--- src/rtl/alu_pkg.sv ---
// Shared encodings for the 64-bit ALU and its self-test controller.
package alu_pkg;

   localparam int DATA_W_DEF = 64;

   localparam logic [3:0] ALU_AND   = 4'b0000;
   localparam logic [3:0] ALU_OR    = 4'b0001;
   localparam logic [3:0] ALU_ADD   = 4'b0010;
   localparam logic [3:0] ALU_SUB   = 4'b0110;
   localparam logic [3:0] ALU_PASSB = 4'b0111;

   typedef enum logic [2:0] {
      S_IDLE  = 3'd0,
      S_APPLY = 3'd1,
      S_WAIT  = 3'd2,
      S_CHECK = 3'd3,
      S_DONE  = 3'd4
   } bistState_t;

endpackage

--- src/rtl/alu_bist_if.sv ---
// ALU datapath port bundle: operands/op toward the ALU, result/zero back.
interface alu_bist_if #(
   parameter int DATA_W = 64
);
   logic [DATA_W-1:0] BusA;
   logic [DATA_W-1:0] BusB;
   logic [3:0]        ALUCtrl;
   logic [DATA_W-1:0] BusW;
   logic              Zero;

   modport master (output BusA, BusB, ALUCtrl, input BusW, Zero);
   modport slave  (input BusA, BusB, ALUCtrl, output BusW, Zero);
endinterface

--- src/rtl/alu_bist_vectors.sv ---
// Combinational vector ROM: operands, op and expected result/zero per index.
module alu_bist_vectors
   import alu_pkg::*;
#(
   parameter int DATA_W      = DATA_W_DEF,
   parameter int NUM_VECTORS = 8,
   parameter int IDX_W       = 3
) (
   input  logic [IDX_W-1:0]  idx,
   output logic [DATA_W-1:0] vecA,
   output logic [DATA_W-1:0] vecB,
   output logic [3:0]        vecCtrl,
   output logic [DATA_W-1:0] expW,
   output logic              expZ
);

   always_comb begin
      vecA    = '0;
      vecB    = '0;
      vecCtrl = ALU_AND;
      expW    = '0;
      expZ    = 1'b0;
      case (int'(idx))
         0: begin
            vecA = DATA_W'(1); vecB = DATA_W'(1); vecCtrl = ALU_AND;
            expW = DATA_W'(1); expZ = 1'b0;
         end
         1: begin
            vecA = '0; vecB = '0; vecCtrl = ALU_OR;
            expW = '0; expZ = 1'b1;
         end
         2: begin
            vecA = DATA_W'(2); vecB = DATA_W'(3); vecCtrl = ALU_ADD;
            expW = DATA_W'(5); expZ = 1'b0;
         end
         3: begin
            vecA = DATA_W'(2); vecB = DATA_W'(2); vecCtrl = ALU_SUB;
            expW = '0; expZ = 1'b1;
         end
         4: begin
            vecA = DATA_W'(20); vecB = DATA_W'(20); vecCtrl = ALU_PASSB;
            expW = DATA_W'(20); expZ = 1'b0;
         end
         // carry out of the top bit must be dropped
         5: begin
            vecA = '1; vecB = DATA_W'(1); vecCtrl = ALU_ADD;
            expW = '0; expZ = 1'b1;
         end
         6: begin
            vecA = '0; vecB = DATA_W'(1); vecCtrl = ALU_SUB;
            expW = '1; expZ = 1'b0;
         end
         7: begin
            vecA = {(DATA_W/2){2'b10}}; vecB = {(DATA_W/2){2'b01}}; vecCtrl = ALU_AND;
            expW = '0; expZ = 1'b1;
         end
         default: ;
      endcase
   end

endmodule

--- src/rtl/alu_bist.sv ---
// ALU self-test controller: walks the vector ROM, waits for the ALU to settle,
// and tallies matches/mismatches of BusW and Zero.
module alu_bist
   import alu_pkg::*;
#(
   parameter int DATA_W        = DATA_W_DEF,
   parameter int NUM_VECTORS   = 8,
   parameter int SETTLE_CYCLES = 1,
   parameter int IDX_W         = $clog2(NUM_VECTORS)
) (
   input  logic             Clk,
   input  logic             Reset,
   input  logic             Start,
   alu_bist_if.master       alu,
   output logic             Busy,
   output logic             Done,
   output logic [7:0]       PassCount,
   output logic [7:0]       FailCount,
   output logic             FailSeen,
   output logic [IDX_W-1:0] FirstFail,
   output logic             AllPassed
);

   localparam int CNT_W = (SETTLE_CYCLES > 1) ? $clog2(SETTLE_CYCLES + 1) : 1;

   // 8-bit tallies must be able to hold the whole table
   if (NUM_VECTORS < 1 || NUM_VECTORS > 255) begin : gBadNumVectors
      $error("alu_bist: NUM_VECTORS must be in 1..255");
   end
   if ((1 << IDX_W) < NUM_VECTORS) begin : gBadIdxW
      $error("alu_bist: IDX_W too narrow for NUM_VECTORS");
   end

   bistState_t        state, stateNext;
   logic [DATA_W-1:0] busA, busANext;
   logic [DATA_W-1:0] busB, busBNext;
   logic [3:0]        ctrl, ctrlNext;
   logic [IDX_W-1:0]  idx, idxNext;
   logic [IDX_W-1:0]  firstFail, firstFailNext;
   logic [CNT_W-1:0]  settle, settleNext;
   logic [7:0]        passCnt, passCntNext;
   logic [7:0]        failCnt, failCntNext;
   logic              failSeen, failSeenNext;

   logic [DATA_W-1:0] romA, romB, romW;
   logic [3:0]        romCtrl;
   logic              romZ;
   logic              match;

   alu_bist_vectors #(
      .DATA_W      (DATA_W),
      .NUM_VECTORS (NUM_VECTORS),
      .IDX_W       (IDX_W)
   ) uRom (
      .idx     (idx),
      .vecA    (romA),
      .vecB    (romB),
      .vecCtrl (romCtrl),
      .expW    (romW),
      .expZ    (romZ)
   );

   // ALU is combinational outside this block, so results are sampled directly
   assign match = (alu.BusW == romW) && (alu.Zero == romZ);

   always_ff @(posedge Clk) begin
      if (Reset) begin
         state     <= S_IDLE;
         busA      <= '0;
         busB      <= '0;
         ctrl      <= '0;
         idx       <= '0;
         firstFail <= '0;
         settle    <= '0;
         passCnt   <= '0;
         failCnt   <= '0;
         failSeen  <= 1'b0;
      end else begin
         state     <= stateNext;
         busA      <= busANext;
         busB      <= busBNext;
         ctrl      <= ctrlNext;
         idx       <= idxNext;
         firstFail <= firstFailNext;
         settle    <= settleNext;
         passCnt   <= passCntNext;
         failCnt   <= failCntNext;
         failSeen  <= failSeenNext;
      end
   end

   always_comb begin
      stateNext     = state;
      busANext      = busA;
      busBNext      = busB;
      ctrlNext      = ctrl;
      idxNext       = idx;
      firstFailNext = firstFail;
      settleNext    = settle;
      passCntNext   = passCnt;
      failCntNext   = failCnt;
      failSeenNext  = failSeen;
      case (state)
         // operand buses are left alone here so DONE keeps showing the last vector
         S_IDLE, S_DONE: begin
            if (Start) begin
               passCntNext   = '0;
               failCntNext   = '0;
               failSeenNext  = 1'b0;
               firstFailNext = '0;
               idxNext       = '0;
               stateNext     = S_APPLY;
            end
         end
         S_APPLY: begin
            busANext   = romA;
            busBNext   = romB;
            ctrlNext   = romCtrl;
            settleNext = CNT_W'(SETTLE_CYCLES);
            stateNext  = (SETTLE_CYCLES > 0) ? S_WAIT : S_CHECK;
         end
         S_WAIT: begin
            settleNext = settle - CNT_W'(1);
            if (settle <= CNT_W'(1)) stateNext = S_CHECK;
         end
         S_CHECK: begin
            if (match) begin
               passCntNext = passCnt + 8'd1;
            end else begin
               failCntNext = failCnt + 8'd1;
               if (!failSeen) begin
                  firstFailNext = idx;
                  failSeenNext  = 1'b1;
               end
            end
            if (idx == IDX_W'(NUM_VECTORS - 1)) begin
               stateNext = S_DONE;
            end else begin
               idxNext   = idx + IDX_W'(1);
               stateNext = S_APPLY;
            end
         end
         default: stateNext = S_IDLE;
      endcase
   end

   assign alu.BusA    = busA;
   assign alu.BusB    = busB;
   assign alu.ALUCtrl = ctrl;

   assign Busy      = (state == S_APPLY) || (state == S_WAIT) || (state == S_CHECK);
   assign Done      = (state == S_DONE);
   assign PassCount = passCnt;
   assign FailCount = failCnt;
   assign FailSeen  = failSeen;
   assign FirstFail = firstFail;
   assign AllPassed = Done && (failCnt == 8'd0);

endmodule
--- src/flat_wrapper.sv ---
// flat-port wrapper written by rule: the top's interface ports become plain ports
module alu_bist_flat import alu_pkg::*;
#(
   parameter int DATA_W        = DATA_W_DEF,
   parameter int NUM_VECTORS   = 8,
   parameter int SETTLE_CYCLES = 1,
   parameter int IDX_W         = $clog2(NUM_VECTORS)
)
  (Clk, Reset, Start, Busy, Done, PassCount, FailCount, FailSeen, FirstFail, AllPassed, alu_BusA, alu_BusB, alu_ALUCtrl, alu_BusW, alu_Zero);
  alu_bist_if #(.DATA_W(DATA_W)) alu_i ();
  input  logic Clk;
  input  logic Reset;
  input  logic Start;
  output logic Busy;
  output logic Done;
  output logic [7:0] PassCount;
  output logic [7:0] FailCount;
  output logic FailSeen;
  output logic [IDX_W-1:0] FirstFail;
  output logic AllPassed;
  output wire logic [$bits(alu_i.BusA)-1:0] alu_BusA;
  output wire logic [$bits(alu_i.BusB)-1:0] alu_BusB;
  output wire logic [$bits(alu_i.ALUCtrl)-1:0] alu_ALUCtrl;
  input wire logic [$bits(alu_i.BusW)-1:0] alu_BusW;
  input wire logic [$bits(alu_i.Zero)-1:0] alu_Zero;
  assign alu_BusA = alu_i.BusA;
  assign alu_BusB = alu_i.BusB;
  assign alu_ALUCtrl = alu_i.ALUCtrl;
  assign alu_i.BusW = alu_BusW;
  assign alu_i.Zero = alu_Zero;
  alu_bist #(.DATA_W(DATA_W), .NUM_VECTORS(NUM_VECTORS), .SETTLE_CYCLES(SETTLE_CYCLES), .IDX_W(IDX_W)) u_core (.Clk(Clk), .Reset(Reset), .Start(Start), .alu(alu_i), .Busy(Busy), .Done(Done), .PassCount(PassCount), .FailCount(FailCount), .FailSeen(FailSeen), .FirstFail(FirstFail), .AllPassed(AllPassed));
endmodule
--- config.mk ---
export PLATFORM = sky130hd
export DESIGN_NAME = alu_bist_flat
export DESIGN_NICKNAME = d
export VERILOG_FILES = /design/src/rtl/alu_pkg.sv /design/src/rtl/alu_bist_if.sv /design/src/rtl/alu_bist_vectors.sv /design/src/rtl/alu_bist.sv /design/src/flat_wrapper.sv
export SDC_FILE = /design/constraint.sdc
export NUM_CORES = 1
export LEC_CHECK = 0
export ABC_AREA = 1
export ABC_CLOCK_PERIOD_IN_PS = 2200
export CAP_MARGIN = 20
export CORE_MARGIN = 2
export CORE_UTILIZATION = 40
export DETAILED_ROUTE_END_ITERATION = 6
export PLACE_DENSITY = 0.83
export SLEW_MARGIN = 20
export SYNTH_ARGS = -nofsm -noshare
export SYNTH_HDL_FRONTEND = slang
export SYNTH_SLANG_ARGS = --single-unit
--- constraint.sdc ---
create_clock -name Clk -period 2.2 [get_ports Clk]
set_input_delay 0.22 -clock Clk [delete_from_list [all_inputs] [get_ports Clk]]
set_output_delay 0.22 -clock Clk [all_outputs]
set_load 0.03 [all_outputs]
==> results of run 1 <==
==> synthesized netlist by cell type, types with 6 or more instances <==
| master | instances | share of area |
|---|---|---|
| buf_4 | 120 | 0.22 |
| o21ai_0 | 26 | 0.032 |
| inv_1 | 51 | 0.048 |
| ha_1 | 11 | 0.034 |
| nand2_1 | 98 | 0.092 |
| dfxtp_1 | 55 | 0.27 |
| nor2_1 | 66 | 0.062 |
| a21oi_1 | 38 | 0.047 |
| nand3b_1 | 6 | 0.011 |
| clkbuf_1 | 7 | 0.0066 |
| nand3_1 | 40 | 0.050 |
| nor3_1 | 12 | 0.015 |
==> final timing paths <==
check	from	endpoint	slack [ns]	cells past startpoint
min reg2reg	u_core.alu.BusA[62]$_SDFFE_PP0P_	u_core.alu.BusA[62]$_SDFFE_PP0P_	0.45	2
min	u_core.alu.BusA[62]$_SDFFE_PP0P_	u_core.alu.BusA[62]$_SDFFE_PP0P_	0.45	2
max reg2reg	u_core.state[2]$_SDFFE_PP0P_	u_core.uRom.vecCtrl[2]$_DFF_P_	0.18	12
max	u_core.state[1]$_SDFFE_PP0P_	Busy	0.13	5
==> state kept, by name, summed over array words and instances, names as in the netlist <==
register             cells
u_core.FailCount         8
u_core.uRom.vecCtrl      3
u_core.FailSeen          1
u_core.uRom.vecA         5
u_core.PassCount         8
u_core.uRom.vecB         4
u_core.FirstFail         3
u_core.alu.BusB          4
u_core.uRom.expW         4
u_core.uRom.expZ         1
u_core.idx               3
u_core.state             3
u_core.alu.ALUCtrl       3
u_core.alu.BusA          5
==> repair_timing <==
| action | in CTS | in global routing |
|---|---|---|
| resized for setup | 1 | 6 |
| buffers inserted | 0 | 1 |
| pin swaps | 0 | 1 |
| setup endpoints to repair | 1 | 27 |
==> through the flow <==
stage	cell area [sq um]	instances	util	setup slack (ns)	hold slack (ns)
2_1_floorplan	4130	615	-	0.395	0.393
3_3_place_gp	5260	813	0.538	0.163	0.433
4_1_cts	5360	821	0.549	0.0880	0.457
3_5_place_dp	5260	813	0.538	0.0720	0.439
5_1_grt	5380	822	0.550	0.00336	0.475
6_report	5380	822	0.550	0.132	0.454
==> cell families (layout without fill, tap and decap cells) <==
logic type | Yosys count | in the layout | synth area share
xor+xnor | 6 | 6 | 0.0131
other cells | 1 | 32 | 0.000935
fa+ha+maj | 11 | 11 | 0.0343
buf+inv | 189 | 263 | 0.300
flops | 55 | 55 | 0.275
compound gates | 69 | 69 | 0.0905
simple gates | 253 | 253 | 0.286
==> per-layer routing <==
metal,global-route usage,part of all wire,vias to the layer above
met5,0,0,-
li1,-,-,1906
met3,0.0401,0.073,10
met4,0.0415,0.010,0
met2,0.305,0.50,146
met1,0.175,0.41,1643
==> worst max-delay path, cell delays in order, from the launching register on <==
cell and delay (ns):
dfxtp_1 0.41, inv_1 0.11, nand2_4 0.15, inv_1 0.07
nor2_1 0.11, clkdlybuf4s50_1 0.68
==> power breakdown <==
group | switching [W] | leakage [nW] | internal [W]
Clock | 0.000366 | 0.0519 | 0.000242
Sequential | 0.000102 | 0.450 | 0.00115
Combinational | 0.00142 | 1.71 | 0.000898
==> area by class of cell <==
cell class              count  area (sq um)
well taps                 133           166
repair buffers            199          1970
inverters                  56           214
multi-input cells         371          1820
clock buffers               5          68.8
fillers                   925          4400
clock inverters             3          33.8
flip-flops and latches     55          1100
==> flow_metrics.tcl, run 1 <==
set metrics [dict create \
    fmax_ghz 0.484 \
    outcome "finished clean" \
    clockBufferDepth 2 \
    final_common_cell "clkdlybuf4s50_1" \
    syn-cell-area_sq_um 4010 \
    grt_overflow 0 \
    synth-main-ff-cell "dfxtp_1" \
    insertedDiodeCount 0 \
    finalCritPeriodShare 0.940 \
    finalNetCount 767 \
    setup_viol 0 \
    hold_path_class "register to register" \
    drive_above_1_share 0.0624 \
    clk_latency_ns 0.32 \
    ys_seq_area_frac 0.275 \
    gp_congestion 0.897 \
    port_buffers 190 \
    finalMaxSlewViolations 0 \
    finalPower_w 0.00417 \
    required_ns 1.98 \
    wirelength_microns 9380 \
    initial_utilization 0.410 \
    synth.avg_cell_area_sq_um 6.87 \
    hold_violations 0 \
    rsz0062_at_grt "no" \
    fin_crit_ns 2.07 \
    grtUsageTotal 0.160 \
    cts-root-buf "clkbuf_8" \
    worstSetupEndpointType "output port" \
    coreArea_sq_um 9770 \
    die_area_sq_um 10800 \
    die_w_microns 104 \
    rows 36 \
    drc 0 \
    ant_nets 0 \
    powerDensity_nw_per_um2 776 \
    drv_cap 0 \
    synthToLayoutAreaGrowth_pct 34.1 \
    firstDrtPassIters 4 \
    first_global_vias 3397 \
    route.vias.total 3705 \
    ys_types 36 \
    crit_type "register to output port" \
    numCtsBuffers 5 \
    synth-async-reset-ratio 0 \
    vdd_ir_drop_max_mv 0.323 \
    htree_levels 2 \
    cts_tree "yes" \
    start_kind "register" \
    critical_path.max_fanout 6 \
    tightestPinTransition_ns 0.724 \
    grt_max_degree 33 \
    ios 223 \
    final_cell_mix "clkdlybuf4s50_1 (189), nand2_1 (97), nor2_1 (66)" \
    wl_per_cell_microns 11.4 \
    die_h_microns 104 \
    clock_skew_ns 0.00974 \
    dp_hpwl_microns 7510 \
    worstPathArrival_ns 1.85 \
    postSynthCellCount 584 \
    cts_sinks 55 \
    synth-edff-count 0 \
    yosys_warnings 0 \
    p_leak_nw 2.21 \
    grt_first_pass_wirelength_microns 14900 \
    drtIter0Drc 180 \
    vias_per_cell 4.51 \
    slew_headroom 0.516 \
    ys_seq_elements 55 \
    clkTransAtPathRegs_ns 0.11 \
    antenna_found_initial 0 \
    hold_buffers 0 \
    setup_tns_ns 0 \
]
(Power assumes the default switching activity.)
==> run 2: changes to the inputs <==
SLEW_MARGIN = default   (was 20)
==> results of run 2 <==
Final layout, timing and power as in run 1 (identical DEF).
